`config.mk`:
```
export PLATFORM = sky130hd
export DESIGN_NAME = ring_fsm
export DESIGN_NICKNAME = d
export VERILOG_FILES = /design/src/rtl/ring_fsm_pkg.sv /design/src/rtl/ring_fsm_next.sv /design/src/rtl/ring_fsm.sv
export SDC_FILE = /design/constraint.sdc
export NUM_CORES = 1
export LEC_CHECK = 0
export CAP_MARGIN = 20
export CELL_PAD_IN_SITES_DETAIL_PLACEMENT = 0
export CELL_PAD_IN_SITES_GLOBAL_PLACEMENT = 2
export CORE_MARGIN = 2
export CORE_UTILIZATION = 25
export DETAILED_ROUTE_END_ITERATION = 8
export PLACE_DENSITY = 0.78
export SLEW_MARGIN = 5
export SYNTH_ARGS = -nofsm -noshare
export SYNTH_HDL_FRONTEND = slang
export SYNTH_SLANG_ARGS = --single-unit
```
`constraint.sdc`:
```
create_clock -name clock -period 2.7 [get_ports clock]
set_input_delay 0.27 -clock clock [delete_from_list [all_inputs] [get_ports clock]]
set_output_delay 0.27 -clock clock [all_outputs]
set_load 0.01 [all_outputs]
```
`src/rtl/ring_fsm_pkg.sv`:
```
// Shared types and width helpers for the ring sequencer.
// Direction encoding and the state-index width rule live here so every file agrees.
package ring_fsm_pkg;

    typedef enum logic {
        DIR_FWD = 1'b0,
        DIR_BWD = 1'b1
    } dir_e;

    // Index width for a ring of n states; a ring of one still needs one bit.
    function automatic int unsigned state_width(input int unsigned n);
        int unsigned w;
        w = $clog2(n);
        return (w < 1) ? 1 : w;
    endfunction

endpackage : ring_fsm_pkg

```
`src/rtl/ring_fsm_next.sv`:
```
// Combinational next-index and wrap computation for one step around the ring.
// Holds y when no step is granted; wrap flags the last<->first crossing.
module ring_fsm_next
    import ring_fsm_pkg::*;
#(
    parameter  int unsigned NUM_STATES = 5,
    localparam int unsigned STATE_W    = state_width(NUM_STATES)
) (
    input  logic [STATE_W-1:0] y,
    input  dir_e               dir,
    input  logic               advance_ok,
    output logic [STATE_W-1:0] next_y_c,
    output logic               wrap_c
);

    localparam logic [STATE_W-1:0] LAST  = STATE_W'(NUM_STATES - 1);
    localparam logic [STATE_W-1:0] FIRST = '0;

    always_comb begin
        next_y_c = y;
        wrap_c   = 1'b0;
        if (advance_ok) begin
            if (dir == DIR_FWD) begin
                if (y == LAST) begin
                    next_y_c = FIRST;
                    wrap_c   = 1'b1;
                end else begin
                    next_y_c = y + STATE_W'(1);
                end
            end else begin
                if (y == FIRST) begin
                    next_y_c = LAST;
                    wrap_c   = 1'b1;
                end else begin
                    next_y_c = y - STATE_W'(1);
                end
            end
        end
    end

endmodule : ring_fsm_next

```
`src/rtl/ring_fsm.sv`:
```
// Registered ring sequencer: steps one phase per granted request, with load,
// minimum-dwell guard, saturating dwell counter and a one-cycle wrap pulse.
module ring_fsm
    import ring_fsm_pkg::*;
#(
    parameter  int unsigned NUM_STATES = 5,
    parameter  int unsigned DWELL_W    = 4,
    parameter  int unsigned MIN_DWELL  = 0,
    localparam int unsigned STATE_W    = state_width(NUM_STATES)
) (
    input  logic                  clock,
    input  logic                  reset,
    input  logic [NUM_STATES-1:0] adv,
    input  logic                  dir,
    input  logic                  load,
    input  logic [STATE_W-1:0]    load_state,
    output logic [STATE_W-1:0]    y,
    output logic [NUM_STATES-1:0] y_onehot,
    output logic                  wrap,
    output logic [DWELL_W-1:0]    dwell
);

    localparam logic [DWELL_W-1:0] DWELL_MAX = '1;

    logic                 dwell_ok;
    logic                 load_ok;
    logic                 advance_ok;
    logic [STATE_W-1:0]   step_y_c;
    logic                 step_wrap_c;
    logic [STATE_W-1:0]   y_nxt;
    logic                 wrap_nxt;
    logic [DWELL_W-1:0]   dwell_nxt;

    // Guard comparisons collapse to constants when they cannot fail.
    if (MIN_DWELL == 0) begin : g_no_dwell
        assign dwell_ok = 1'b1;
    end else begin : g_dwell
        assign dwell_ok = (dwell >= DWELL_W'(MIN_DWELL));
    end

    if (NUM_STATES == (1 << STATE_W)) begin : g_full_ring
        assign load_ok = 1'b1;
    end else begin : g_part_ring
        assign load_ok = (load_state < STATE_W'(NUM_STATES));
    end

    assign advance_ok = adv[y] & dwell_ok & ~load;

    ring_fsm_next #(
        .NUM_STATES (NUM_STATES)
    ) u_next (
        .y          (y),
        .dir        (dir_e'(dir)),
        .advance_ok (advance_ok),
        .next_y_c   (step_y_c),
        .wrap_c     (step_wrap_c)
    );

    // Next-state selection: load beats advance beats hold.
    always_comb begin
        y_nxt     = y;
        wrap_nxt  = 1'b0;
        dwell_nxt = (dwell == DWELL_MAX) ? dwell : dwell + DWELL_W'(1);
        if (load) begin
            y_nxt     = load_ok ? load_state : '0;
            dwell_nxt = '0;
        end else if (advance_ok) begin
            y_nxt     = step_y_c;
            wrap_nxt  = step_wrap_c;
            dwell_nxt = '0;
        end
    end

    always_ff @(posedge clock) begin
        if (reset) begin
            y     <= '0;
            wrap  <= 1'b0;
            dwell <= '0;
        end else begin
            y     <= y_nxt;
            wrap  <= wrap_nxt;
            dwell <= dwell_nxt;
        end
    end

    // One-hot view of the registered index, no added latency.
    always_comb begin
        y_onehot = '0;
        for (int unsigned i = 0; i < NUM_STATES; i++) begin
            y_onehot[i] = (y == STATE_W'(i));
        end
    end

endmodule : ring_fsm

```
-- Yosys cells after proc, flatten, opt, wreduce, memory -nomap -nowiden
Cells that the tools add are included.
- word-level logic and storage cells: 31
- output and inout port bits: 13
- input bits: 12
- register bits: 8
- bitwise operators: 3
- multiplexer cells: 11
- equal/unequal tests: 5
- $lt $le $gt $ge: 2
- $add $sub $neg: 3
- reduce and logical (&&, ||, !) cells: 4
- operator list (cell ; number):
    two-way mux 3 bit ; 6
    == test 3 x 2 -> 1 bit, second input constant ; 2
    OR reduction 3 bit ; 2
    adder 4 x 1 -> 4 bit, second input constant ; 1
    == test 4 bit, second input constant ; 1
    < comparator 3 x 4 -> 1 bit, second input constant ; 1
    two-way mux 1 bit ; 4
    adder 3 x 1 -> 3 bit, second input constant ; 1
    binary-select mux 1 bit (select 3 bit) ; 1
    == test 3 x 1 -> 1 bit, second input constant ; 1
    == test 3 bit, second input constant ; 1
    logical NOT 3 bit ; 1
    < comparator 3 bit, second input constant ; 1
    subtractor 3 x 1 -> 3 bit, second input constant ; 1
    NOT 1 bit ; 2
    nonzero test 2 bit ; 1
    bitwise AND 1 bit ; 1

-- Logic depth before layout (Yosys ltp)
Gate-level depths: netlist (run 1).
- word-level depth: 5
- depth in mapped cells: 6

-- Hierarchy
Synthesis (run 1) repeated with hierarchy kept, for this count alone.
- cells, all modules: 80
- area, all modules: 630.6 µm²
- modules (own cells, without submodules) (module ; instances ; cells an instance ; area an instance (µm²)):
    ring_fsm ; 1 ; 58 ; 471.7
    ring_fsm_next ; 1 ; 22 ; 158.9

-- Worst setup path before layout (run 1)
No wires, ideal clock.
- path kind: register -> register
- start: register y[0]
- end: register y[1]
- slack: 0.833 ns
- period minus slack after synthesis: 1.867 ns
- arrival: 1.809 ns
- cell stages (with the launch flop): 7
- required time: 2.642 ns
- path through: dfxtp_1 -> inv_1 -> ha_1 -> nor2b_1 -> or3b_2 -> o311ai_0 -> a31o_2
- word-level cells in the longest chain between the ends: 5
- ends and longest elaborated chain (element ; line ; RTL):
    start: declaration ; ring_fsm.sv:17 ; output logic [STATE_W-1:0] y,
    start signal: assignment ; ring_fsm.sv:80 ; y <= y_nxt;
    logical NOT 3 bit ; - ;
    named net y_onehot[0] ; ring_fsm.sv:18 ; output logic [NUM_STATES-1:0] y_onehot,
    two-way mux 3 bit ; ring_fsm_next.sv:31 ; if (y == FIRST) begin
    two-way mux 3 bit ; ring_fsm_next.sv:23 ; if (dir == DIR_FWD) begin
    two-way mux 3 bit ; ring_fsm.sv:67 ; end else if (advance_ok) begin
    two-way mux 3 bit ; ring_fsm.sv:64 ; if (load) begin
The timed path passes the listed nets, and every way through them passes these cells. The select of a mux whose other input is x is not followed.
A chain may end at the register's enable or synchronous reset.

-- Worst setup path in the final report (run 1)
- start: register y[0]
- end: output port y_onehot[4]
- word-level cells in the longest chain between the ends: 1
- ends and longest elaborated chain (element ; line ; RTL):
    == test 3 bit ; ring_fsm.sv:90 ; y_onehot[i] = (y == STATE_W'(i));
    end: declaration ; ring_fsm.sv:18 ;
No other way between the ends.

==> metrics.md, run 1 <==
| Metric | Value |
|---|---|
| Asr flop ratio synth | `0%` |
| Ports | `25` |
| 1st-pass router iterations | `5` |
| Type of origin of the critical path | `flop` |
| Post-synth top area share | `25.05%` |
| Top-count cell post-synth | `dfxtp_1` |
| Initial antenna violation count | `0` |
| Die height | `54.57 um` |
| Htree depth | `1` |
| Die footprint | `2978 um^2` |
| Num CTS Buffers | `3` |
| Clock slew at reported path FFs | `0.05 ns` |
| Worst VDD drop | `0.1544 mV` |
| Relative slew slack | `68.18%` |
| Largest net degree at the start of global routing | `15` |
| Total GRT Usage | `11.32%` |
| Worst min path class | `reg -> reg` |
| Final-report hold violation count | `0` |
| Sink Count | `8` |
| Final worst path period need | `2.143 ns` |
| Area grow syn2layout | `45.79%` |
| Max_cap viols | `0` |
| Final Skew | `0.006492 ns` |
| DP HPWL | `1205 um` |
| Syn_nets | `91` |
| Synth Cell Area | `639.4 um^2` |
| Core ar. | `2455 um^2` |
| Post CTS Setup Buffer Count | `0` |
| Maximum root-to-sink buffer count | `2` |
| Initial core utilization | `26.04%` |
| Seq/Total Area, Yosys | `25.05%` |
| # resized after CTS | `0` |
| Tcrit/Tclk final | `79.36%` |
| Die X-Extent | `54.57 um` |
| Final Slew Violations | `0` |
| Post-DRT Antenna Nets | `0` |
| Synth Flop Type | `dfxtp_1` |
| Share of cells above drive strength 1 | `13.40%` |
| CP Max Fanout | `7` |
| First-pass GRT wire length | `2415 um` |
| Worst-margin pin slew | `0.4766 ns` |
| Setup TNS | `0 ns` |
| Core Util, Final | `37.97%` |
| Number of global-route vias before repair | `563` |
| Final net count | `118` |
| Number of synthesized flops with an enable pin | `0` |
| RSZ-0062 raised after global routing | `no` |
| Worst Setup End Kind | `primary output` |
| Distinct cells, synth | `33` |
| Post-synth top cells | `dfxtp_1, ha_1, nor2_1, inv_1` |
| GRT overflow | `0` |
| Post-Syn Instances | `72` |
| Ys Warns | `0` |
| Final setup violation count | `0` |
| CTS tree | `built` |
| Clk_lat worst skew | `0.25 ns` |
| CP arrival | `1.87 ns` |
| Req. time, crit path | `2.43 ns` |
| Syn Area/Cell | `8.880 um^2` |
| Vias/cell | `4.937` |
| Root cell of the clock tree | `clkbuf_4` |
| DR vias | `627` |
| Port-buffer cells | `24` |
| Final WL | `1466 um` |
| Gpl congestion | `0.7099` |
| P_leak | `0.3562 nW` |
| CP Class | `reg -> out` |
| Status | `completed` |
| Initial DRC count | `13` |
| # DRC | `0` |
| Peak Freq | `0.4667 GHz` |
| Dominant cells by area after synthesis | `dfxtp_1, ha_1, mux2i_1` |
| Num rows | `18` |
| Hold_buf cts | `0` |
| Synth area leader | `dfxtp_1` |
| Power Density | `381.9 nW/um^2` |
| #FFs+latches synth | `8` |
| Final antenna diode count | `0` |
| Wire length per cell | `11.54 um` |
[worst paths after layout]
path	startpoint	cells after the start	slack (ns)	end
hold / removal	dwell[1]	2	0.56	dwell[1]
setup reg to reg	y[0]	6	0.74	y[1]
setup / recovery	y[0]	4	0.56	y_onehot[4]
hold reg to reg	dwell[1]	2	0.56	dwell[1]
[power by group]
part | leakage (nW) | switching (mW) | internal, mW
Combinational | 0.277 | 0.0521 | 0.0742
Sequential | 0.0651 | 0.0137 | 0.124
Clock | 0.0138 | 0.0407 | 0.0509
Total | 0.356 | 0.107 | 0.249
[routing by layer]
layer	share of wire, %	up-vias	GRT usage (%)
met5	0	-	0
met4	1.0	0	3.750
met3	5.0	2	2.459
met2	45	22	17.67
met1	49	283	15.35
li1	-	320	-
[layout make-up]
cell class	count	area (um^2)
fill	260	1523
multi-input combinational	58	456.7
timing repair buffer	24	240.2
sequential	8	160.2
tap	30	37.54
clock buffer	3	22.52
inverter	4	15.01
[cells by family after synthesis]
family | count (synthesis) | share of synthesized area [%]
AND/OR/NAND/NOR | 28 | 27.59
AO/OA/AOI/OAI | 15 | 15.07
flip-flops | 8 | 25.05
adder cells (fa/ha/maj) | 7 | 13.70
buffers and inverters | 6 | 3.522
multiplexers | 6 | 12.33
XOR/XNOR | 2 | 2.740
[worst max-delay path, stage by stage, from the launching register on]
cell,delay (ns)
dfxtp_1,0.47
inv_1,0.19
ha_1,0.30
and2_1,0.19
clkdlybuf4s50_1,0.47
[state kept, by name, indices dropped and copies added (netlist names)]
register / cells
dwell: 4
wrap: 1
y: 3
[placed cells by master (no fill, tap or decap), drive strengths merged, types with 3 or more instances in the layout]
cell type / count
inv: 4
nand3: 3
nor2: 7
nor3: 3
nor2b: 3
a21oi: 3
clkbuf: 3
ha: 7
a31oi: 3
mux2i: 3
o21ai: 3
dfxtp: 8
clkdlybuf4s50: 24
[metrics by stage]
| stage | instances | worst slack (ns) | hold slack, ns | power, mW | instance area, um^2 |
|---|---|---|---|---|---|
| detailed placement | 124 | 0.7426 | 0.5556 | 0.2680 | 909.6 |
| finish | 127 | 0.5572 | 0.5620 | 0.3560 | 932.1 |
| CTS | 127 | 0.5247 | 0.5635 | 0.3650 | 932.1 |
| floorplan | 72 | 0.8330 | 0.3391 | 0.2098 | 639.4 |
| global placement | 124 | 0.7200 | 0.5541 | 0.2701 | 909.6 |
| global route | 127 | 0.4264 | 0.6058 | 0.3848 | 932.1 |
(Power assumes the default switching activity.)
==> run 2: changes to the inputs <==
--- a/config.mk
+++ b/config.mk
@@ -9,9 +9,9 @@
 export CELL_PAD_IN_SITES_DETAIL_PLACEMENT = 0
 export CELL_PAD_IN_SITES_GLOBAL_PLACEMENT = 2
 export CORE_MARGIN = 2
-export CORE_UTILIZATION = 25
+export CORE_UTILIZATION = 24
 export DETAILED_ROUTE_END_ITERATION = 8
-export PLACE_DENSITY = 0.78
+export PLACE_DENSITY = 0.75
 export SLEW_MARGIN = 5
 export SYNTH_ARGS = -nofsm -noshare
 export SYNTH_HDL_FRONTEND = slang
==> constraint.sdc (replaced) <==
create_clock -name clock -period 2.05 [get_ports clock]
set_input_delay 0.205 -clock clock [delete_from_list [all_inputs] [get_ports clock]]
set_output_delay 0.205 -clock clock [all_outputs]
set_load 0.01 [all_outputs]
==> metrics.md, run 2 (synthesized netlist as in run 1, its figures left out) <==
| Metric | Value |
|---|---|
| CP Class | `reg -> out (unchanged)` |
| Final setup violation count | `0 (unchanged)` |
| Port-buffer cells | `24 (unchanged)` |
| Final Slew Violations | `0 (unchanged)` |
| Vias/cell | `4.780 (was 4.937)` |
| Clock slew at reported path FFs | `0.06 ns (was 0.05 ns)` |
| Final worst path period need | `1.924 ns` |
| Largest net degree at the start of global routing | `9 (was 15)` |
| Leading cell types in the layout, fill and taps excluded | `clkdlybuf4s50_1, dfxtp_1, nor2_1, ha_1, buf_4 (was clkdlybuf4s50_1, dfxtp_1, nor2_1, ha_1, inv_1)` |
| Power Density | `500.6 nW/um^2 (was 381.9 nW/um^2)` |
| Wire length per cell | `12.36 um (was 11.54 um)` |
| Final antenna diode count | `0 (unchanged)` |
| Ports | `25 (unchanged)` |
| Worst-margin pin slew | `0.3938 ns (was 0.4766 ns)` |
| Final-report hold violation count | `0 (unchanged)` |
| Worst min path class | `in -> reg (was reg -> reg)` |
| Tcrit/Tclk final | `93.87%` |
| Final net count | `123 (was 118)` |
| # resized after CTS | `0 (unchanged)` |
| Die footprint | `3093 um^2 (was 2978 um^2)` |
| DP HPWL | `1302 um (was 1205 um)` |
| Hold_buf cts | `0 (unchanged)` |
| Max reg flops | `4 (unchanged)` |
| First-pass GRT wire length | `2670 um (was 2415 um)` |
| Gpl congestion | `0.7763 (was 0.7099)` |
| Clk_lat worst skew | `0.25 ns (about the same)` |
| 1st-pass router iterations | `4 (was 5)` |
| Final WL | `1632 um (was 1466 um)` |
| Worst Setup End Kind | `primary output (unchanged)` |
| Maximum root-to-sink buffer count | `2 (unchanged)` |
| Req. time, crit path | `1.85 ns (was 2.43 ns)` |
| Status | `completed (unchanged)` |
| RSZ-0062 raised after global routing | `no (unchanged)` |
| Number of global-route vias before repair | `625 (was 563)` |
| CP Max Fanout | `7 (unchanged)` |
| Tot Pwr | `0.4854 mW (was 0.3560 mW)` |
| Relative slew slack | `73.65% (was 68.18%)` |
| Initial antenna violation count | `0 (unchanged)` |
| Top reg by flops | `dwell (unchanged)` |
| Share of cells above drive strength 1 | `17.65% (was 13.40%)` |
| Setup TNS | `0 ns (unchanged)` |
| Post CTS Setup Buffer Count | `0 (unchanged)` |
| # DRC | `0 (unchanged)` |
| FF-to-FF setup slack | `0.33 ns (was 0.74 ns)` |
| Final Skew | `0.009148 ns (was 0.006492 ns)` |
| Area after DPL | `947.2 um^2 (was 909.6 um^2)` |
| Core ar. | `2500 um^2 (was 2455 um^2)` |
| Type of origin of the critical path | `flop (unchanged)` |
| Num rows | `18 (unchanged)` |
| Root cell of the clock tree | `clkbuf_4 (unchanged)` |
| Htree depth | `1 (unchanged)` |
| CTS tree | `built (unchanged)` |
| Biggest regs | `dwell x4, y x3, wrap x1 (unchanged)` |
| Worst hold margin | `0.5704 ns (was 0.5620 ns)` |
| Initial DRC count | `12 (was 13)` |
| Sink Count | `8 (unchanged)` |
| DR vias | `631 (was 627)` |
| Final Cell Area | `969.7 um^2 (was 932.1 um^2)` |
| CP arrival | `1.72 ns (was 1.87 ns)` |
| Num CTS Buffers | `3 (unchanged)` |
| Initial core utilization | `25.58% (was 26.04%)` |
| Die height | `55.62 um (was 54.57 um)` |
| GRT overflow | `0 (unchanged)` |
| Area grow syn2layout | `51.66% (was 45.79%)` |
| Worst VDD drop | `0.2384 mV (was 0.1544 mV)` |
| Die X-Extent | `55.62 um (was 54.57 um)` |
| P_leak | `0.3807 nW (was 0.3562 nW)` |
| Most common cell after layout, fill and taps aside | `clkdlybuf4s50_1 (unchanged)` |
| Peak Freq | `0.5197 GHz` |
| Max_cap viols | `0 (unchanged)` |
| Total GRT Usage | `11.01% (was 11.32%)` |
| Post-DRT Antenna Nets | `0 (unchanged)` |
| Core Util, Final | `38.79% (was 37.97%)` |
## run 2: cell count changes in the layout (fill, tap and decap cells not counted)
cell / previous run / this run
buf_4: 0 / 5
## run 2: cell type report
type                       instances  area [um^2]
fill                             261         1530
clock buffer                       3        22.52
sequential                         8        160.2
inverter                           4        15.01
multi-input combinational         58        456.7
tap                               30        37.54
timing repair buffer              29        277.8
## run 2: per-stage QoR
step	worst slack [ns]	std cells
6_report	0.1256	132
5_1_grt	0.05852	132
4_1_cts	0.1215	132
3_5_place_dp	0.2438	129
3_3_place_gp	0.2613	129
2_1_floorplan	0.1830	72
## run 2: worst max-delay path, cell delays in order (launching register included)
cell	delay, ns
dfxtp_1	0.31
inv_1	0.12
ha_1	0.30
nor2b_1	0.18
clkdlybuf4s50_1	0.54
## run 2: routing by layer
metal | wire, um | global-route usage [%]
met1 | 744 | 12.41
met2 | 779 | 19.22
met3 | 108 | 4.884
met4 | 0 | 2.091
met5 | 0 | 0
## run 2: path summary, 6_finish.rpt
check / from / to / cells after the start
setup / recovery: y[1] / y_onehot[0] / 4
hold / removal: load_state[0] / y[0] / 3
setup reg to reg: y[1] / y[1] / 6
hold reg to reg: dwell[3] / dwell[2] / 2
## run 2: power by group
| group | internal [mW] | switching, mW |
|---|---|---|
| logic | 0.108 | 0.0840 |
| registers | 0.164 | 0.00736 |
| clock network | 0.0671 | 0.0551 |
==> run 3: changes to the inputs <==
--- a/config.mk
+++ b/config.mk
@@ -12,7 +12,7 @@
 export CORE_UTILIZATION = 24
 export DETAILED_ROUTE_END_ITERATION = 8
 export PLACE_DENSITY = 0.75
-export SLEW_MARGIN = 5
+export SLEW_MARGIN = 0
 export SYNTH_ARGS = -nofsm -noshare
 export SYNTH_HDL_FRONTEND = slang
 export SYNTH_SLANG_ARGS = --single-unit
==> results of run 3 <==
The final DEF is identical to that of run 2; final timing and power are the same.
